$ cat src/rtl/demo_pkg.sv
// Shared types and constants for the demo song recorder.
package demo_pkg;

    localparam int DEMO_NUM     = 25;
    localparam int DEMO_C       = 12;
    localparam int DEMO_WORD_W  = 96;
    localparam int DEMO_VOICES  = 6;
    localparam int DEMO_VOICE_W = 16;

    localparam int VOICE_PITCH_MSB = 15;
    localparam int VOICE_PITCH_LSB = 4;
    localparam int VOICE_LVL_MSB   = 3;
    localparam int VOICE_LVL_LSB   = 2;
    localparam int VOICE_WAVE_MSB  = 1;
    localparam int VOICE_WAVE_LSB  = 0;

    typedef enum logic [1:0] {
        LVL_OFF = 2'd0,
        LVL_1   = 2'd1,
        LVL_2   = 2'd2,
        LVL_4   = 2'd3
    } level_e;

    typedef enum logic [1:0] {
        ST_IDLE,
        ST_RECORD,
        ST_PAD,
        ST_FINISH
    } state_e;

endpackage

$ cat src/rtl/demo_voice_packer.sv
// Packs one 4-channel group into a 16-bit song voice word.
module demo_voice_packer
    import demo_pkg::*;
(
    input  logic [3:0]              ena,
    input  logic [DEMO_C-1:0]       pitch,
    input  logic [1:0]              wave,
    output logic [DEMO_VOICE_W-1:0] voice
);

    level_e level;

    always_comb begin
        level = LVL_OFF;
        voice = '0;
        if (ena == 4'b1111) begin
            level = LVL_4;
        end else if (ena[1:0] == 2'b11) begin
            level = LVL_2;
        end else if (ena[0]) begin
            level = LVL_1;
        end
        if (level != LVL_OFF) begin
            voice[VOICE_PITCH_MSB:VOICE_PITCH_LSB] = pitch;
            voice[VOICE_LVL_MSB:VOICE_LVL_LSB]     = level;
            voice[VOICE_WAVE_MSB:VOICE_WAVE_LSB]   = wave;
        end
    end

endmodule

$ cat src/rtl/demo_encoder.sv
// Records live channel state into demo RAM as 96-bit song words.
// Define DEMO_ENCODER_PAD_EN to zero-fill the remaining words after stop.
module demo_encoder
    import demo_pkg::*;
#(
    parameter int DEMO_SONG_LENGTH = 128,
    parameter int DEMO_CLK_DIVIDE  = 100
) (
    input  logic                                clk,
    input  logic                                rst_n,
    input  logic                                start,
    input  logic                                stop,
    input  logic [DEMO_NUM*DEMO_C-1:0]          pitches,
    input  logic [DEMO_NUM-1:0]                 channel_ena,
    input  logic [DEMO_NUM*2-1:0]               waveforms,
    output logic [$clog2(DEMO_SONG_LENGTH)-1:0] rec_addr,
    output logic [DEMO_WORD_W-1:0]              rec_data,
    output logic                                rec_we,
    output logic                                busy,
    output logic                                done
);

    localparam int AW = $clog2(DEMO_SONG_LENGTH);
    localparam int WW = AW + 1;
    localparam int TW = $clog2(DEMO_CLK_DIVIDE);

    logic [DEMO_WORD_W-1:0] sample;

    for (genvar v = 0; v < DEMO_VOICES; v++) begin : g_voice
        localparam int B = 20 - 4 * v;
        demo_voice_packer u_packer (
            .ena   (channel_ena[B+3:B]),
            .pitch (pitches[DEMO_C*B +: DEMO_C]),
            .wave  (waveforms[2*B +: 2]),
            .voice (sample[DEMO_VOICE_W*v +: DEMO_VOICE_W])
        );
    end

    // Channel 24 has no slot in the song word.
    logic unused_ch24;
    assign unused_ch24 = ^{channel_ena[24], pitches[299:288], waveforms[49:48]};

    state_e                 state_q, state_d;
    logic [TW-1:0]          tick_q, tick_d;
    logic [WW-1:0]          widx_q, widx_d;
    logic [AW-1:0]          rec_addr_q, rec_addr_d;
    logic [DEMO_WORD_W-1:0] rec_data_q, rec_data_d;
    logic                   rec_we_q, rec_we_d;

    logic last_wr;
    logic sample_now;

    always_comb begin
        state_d    = state_q;
        tick_d     = tick_q;
        widx_d     = widx_q;
        rec_addr_d = rec_addr_q;
        rec_data_d = rec_data_q;
        rec_we_d   = 1'b0;
        last_wr    = rec_we_q && (rec_addr_q == AW'(DEMO_SONG_LENGTH - 1));
        sample_now = (tick_q == '0) && (widx_q < WW'(DEMO_SONG_LENGTH));
        unique case (state_q)
            ST_IDLE: begin
                tick_d = '0;
                widx_d = '0;
                if (start && !stop) begin
                    state_d = ST_RECORD;
                end
            end
            ST_RECORD: begin
                if (tick_q == TW'(DEMO_CLK_DIVIDE - 1)) begin
                    tick_d = '0;
                end else begin
                    tick_d = tick_q + TW'(1);
                end
                // Completing the final write outranks a late stop.
                if (last_wr) begin
                    state_d = ST_FINISH;
                end else if (stop) begin
`ifdef DEMO_ENCODER_PAD_EN
                    state_d    = ST_PAD;
                    rec_we_d   = 1'b1;
                    rec_addr_d = widx_q[AW-1:0];
                    rec_data_d = '0;
                    widx_d     = widx_q + WW'(1);
`else
                    state_d = ST_IDLE;
`endif
                end else if (sample_now) begin
                    rec_we_d   = 1'b1;
                    rec_addr_d = widx_q[AW-1:0];
                    rec_data_d = sample;
                    widx_d     = widx_q + WW'(1);
                end
            end
            ST_PAD: begin
                if (last_wr) begin
                    state_d = ST_FINISH;
                end else begin
                    rec_we_d   = 1'b1;
                    rec_addr_d = widx_q[AW-1:0];
                    rec_data_d = '0;
                    widx_d     = widx_q + WW'(1);
                end
            end
            ST_FINISH: begin
                state_d = ST_IDLE;
            end
            default: begin
                state_d = ST_IDLE;
            end
        endcase
    end

    always_ff @(posedge clk or negedge rst_n) begin
        if (!rst_n) begin
            state_q    <= ST_IDLE;
            tick_q     <= '0;
            widx_q     <= '0;
            rec_addr_q <= '0;
            rec_data_q <= '0;
            rec_we_q   <= 1'b0;
        end else begin
            state_q    <= state_d;
            tick_q     <= tick_d;
            widx_q     <= widx_d;
            rec_addr_q <= rec_addr_d;
            rec_data_q <= rec_data_d;
            rec_we_q   <= rec_we_d;
        end
    end

    assign rec_addr = rec_addr_q;
    assign rec_data = rec_data_q;
    assign rec_we   = rec_we_q;
    assign busy     = (state_q != ST_IDLE);
    assign done     = (state_q == ST_FINISH);

endmodule

$ cat config.mk
export PLATFORM = sky130hd
export DESIGN_NAME = demo_encoder
export DESIGN_NICKNAME = d
export VERILOG_FILES = /design/src/rtl/demo_pkg.sv /design/src/rtl/demo_voice_packer.sv /design/src/rtl/demo_encoder.sv
export SDC_FILE = /design/constraint.sdc
export NUM_CORES = 1
export LEC_CHECK = 0
export ABC_CLOCK_PERIOD_IN_PS = 2300
export CORE_AREA = 2 2 188 190
export CTS_BUF_LIST = sky130_fd_sc_hd__clkbuf_4 sky130_fd_sc_hd__clkbuf_8 sky130_fd_sc_hd__clkbuf_16
export DETAILED_ROUTE_END_ITERATION = 10
export DIE_AREA = 0 0 190 192
export GPL_TIMING_DRIVEN = 0
export PLACE_DENSITY_LB_ADDON = 0.08
export SLEW_MARGIN = 0
export SYNTH_ARGS = -nofsm -noshare
export SYNTH_HDL_FRONTEND = slang
export SYNTH_SLANG_ARGS = --single-unit
$ cat constraint.sdc
create_clock -name clk -period 2.3 [get_ports clk]
set_input_delay 0.345 -clock clk [delete_from_list [all_inputs] [get_ports clk]]
set_output_delay 0.345 -clock clk [all_outputs]
set_load 0.02 [all_outputs]
==> run metrics <==
DRT antenna net count 0; Final Setup Violations 0; antenna violations before repair 2; count of cell types in the netlist 47; number of synthesized flops with an enable pin 0; largest net degree at the start of global routing 75; GRT Total Usage 0.1340; Slew Viols, Final 0; Reg-to-Reg Start state_q[1]; CP Capture Type flip-flop; worst-margin pin slew 692.4 ps; synthesized net count 970; Worst Path Arrival 2480 ps; WL final 24.25 mm; Die Wd 190 um; Worst Skew 9.281 ps; first-pass GRT wire length 36.51 mm; grt ovf 0; Die H 192 um; Clock Sink Count 121; post-DR wirelength/cell 18.80 um; number of vias per cell 4.139; clock latency on the worst-skew pair 410 ps; dpl ws -315.5 ps; Comb pwr share 0.051; Gate Count Post-Synth 584; Setup TNS Final 0 ps; CTS buffer count 17; input/output buffers 217; Initial Util 0.1702; die footprint 36,480 um2; pwr dens 551.9 nW/um2; Post-synth ARST share 1.000; Mapped Area 5836 um2; IO Pins 485; slack of the worst reg-to-reg path 120 ps; Placer Congestion 0.7088; router iterations before antenna repair 4; worst hold path type in2async; Reg clk slew, reported paths 60 ps; row count 68; CTS tree built; Int Power 3.993 mW; post-layout instance area 9229 um2; f_max 458.2 MHz; Nets 1,209; dpl cells 1,257; area grow syn2layout 58.15%; fin cells 1,290; Crit Path Class reg2reg; crit path capture widx_q[3]; largest buffer count on any clock path 2; worst vdd ir 0.4798 mV; CP Data Required Time 2600 ps; Top FF cell, synth dfrtp_1; P_sw 1.100 mW; Root Buffer clkbuf_16; initial drt markers 240; crit path time final 2183 ps; worst setup margin 117.3 ps; Yosys reg bits 121; H-tree Lvls 4; RSZ-0062 raised after global routing true; total number of vias 5,339; Antenna Cells 0; Net Sw Frac 0.2160; hpwl dp 17.51 mm; reg2reg path depth 7; Slew headroom 0.5336; post-route DRC violation count 0; critical path peak fanout 10; CP Launch Type flip-flop; number of global-route vias before repair 5,710; Core Area 34,290 um2; Clock Power Share 0.531; Max-Cap Viols 0; r2r endpoint widx_q[3]; run status complete, no violations; Tcrit/Tclk final 0.9490; static leakage 3.670 nW; Seq/Total Area, Yosys 0.5189; Hold Fails Final Rpt 0; Placement Cell Area 8606 um2; Post-Syn Area per Cell 9.992 um2; sequential fraction of design power 0.418; Ys Warns 0; share of layout cells above drive strength 1 0.09940; Critical path origin state_q[1]
[cell usage in the layout (no fill, tap or decap), drive strengths merged, types with 2 or more instances in the layout]
cell and count:
a21boi 6, a22o 3, a31oi 4, a32o 4
a32oi 2, and3 5, buf 29, bufinv 2
clkbuf 53, clkdlybuf4s50 215, clkinv 5, dfrtp 121
ha 7, inv 14, mux2 14, mux2i 3
nand2 104, nand3 9, nand4 4, nor2 8
nor2b 11, nor3b 2, nor4b 2, o21ai 97
o22ai 2, o2bb2ai 3, o31ai 90, or3 2
[cells by family (layout without fill, tap and decap cells)]
| family | count (synthesis) | after routing | synth area share |
|---|---|---|---|
| flip-flops | 121 | 121 | 0.5189 |
| buffers and inverters | 70 | 321 | 0.07118 |
| AND/OR/NAND/NOR | 150 | 150 | 0.1171 |
| adder cells (fa/ha/maj) | 7 | 7 | 0.01501 |
| AO/OA/AOI/OAI | 219 | 219 | 0.2457 |
| multiplexers | 17 | 17 | 0.03216 |
[power by group through the flow]
stage	sequential (mW)	combinational (mW)	clock [mW]
after floorplan	2.17	0.00540	0
after global placement	2.17	0.259	0
after detailed placement	2.17	0.264	0
after CTS	2.13	0.268	2.82
after global routing	2.13	0.282	2.91
final	2.13	0.259	2.70
[critical path: stages, from the launching register on]
cell and delay [ps]:
dfrtp_1 400, inv_1 130, ha_1 230, buf_4 190, nor4b_1 260, o2111ai_1 340
a32o_1 320, a32o_1 200
[what timing repair did]
action,4_1_cts,5_1_grt
setup buffers,1,0
endpoints found under the setup margin,103,100
pin swaps,1,0
hold endpoints to repair,47,0
gates resized for setup,6,31
hold buffers,1,0
[cells in the mapped netlist, types with 5 or more instances]
library cell,instances,share of area
dfrtp_1,121,0.52
nand2_1,104,0.067
o31ai_1,89,0.11
o21ai_0,86,0.074
clkbuf_1,33,0.021
inv_1,14,0.0090
nor2b_1,11,0.012
mux2_1,10,0.019
o21ai_1,10,0.0086
buf_8,9,0.023
nand3_1,9,0.0077
buf_2,7,0.0060
ha_1,7,0.015
nor2_1,7,0.0045
a21boi_0,6,0.0077
and3_1,5,0.0054
[sequential cells by signal, summed over array words and instances (netlist names)]
register / flops
rec_data: 96
tick_q: 7
state_q: 2
rec_we: 1
rec_addr: 7
widx_q: 8
[layer usage]
metal | vias up | track usage | share of wire | wire, um
met5 | - | 0 | 0.00054 | 13
met4 | 2 | 0.03041 | 0.0064 | 155
met3 | 9 | 0.03837 | 0.056 | 1348
met2 | 179 | 0.2038 | 0.44 | 10680
met1 | 2558 | 0.1870 | 0.50 | 12060
li1 | 2591 | - | - | -
[per-stage QoR]
stage / utilization / power, mW / hold slack [ps]
6_report: 0.2692 / 5.093 / 456.0
5_1_grt: 0.2692 / 5.318 / 453.8
4_1_cts: 0.2686 / 5.219 / 441.0
3_5_place_dp: 0.2510 / 2.432 / 340.4
3_3_place_gp: 0.2501 / 2.428 / 470.0
2_1_floorplan: - / 2.174 / 49.41
[layout make-up]
cell class                 count  area [um2]
fill                        3663       25060
sequential                   121        3028
multi-input combinational    393        2397
timing repair buffer         220        2217
tap                          455       569.3
clock buffer                  23       483.0
buffer                        56       385.4
clock inverter                 8       96.34
inverter                      14       52.55
[how the worst min path moves through the flow]
stage	slack (ps)	endpoint	cells past startpoint
2_1_floorplan	50	rec_addr[0]	0
3_3_place_gp	470	rec_data[50]	1
3_5_place_dp	340	rec_data[43]	1
4_1_cts	440	rec_data[9]	3
5_1_grt	450	rec_data[12]	3
6_report	460	rec_data[43]	2
Note: power is estimated with default switching activity, not from simulation.
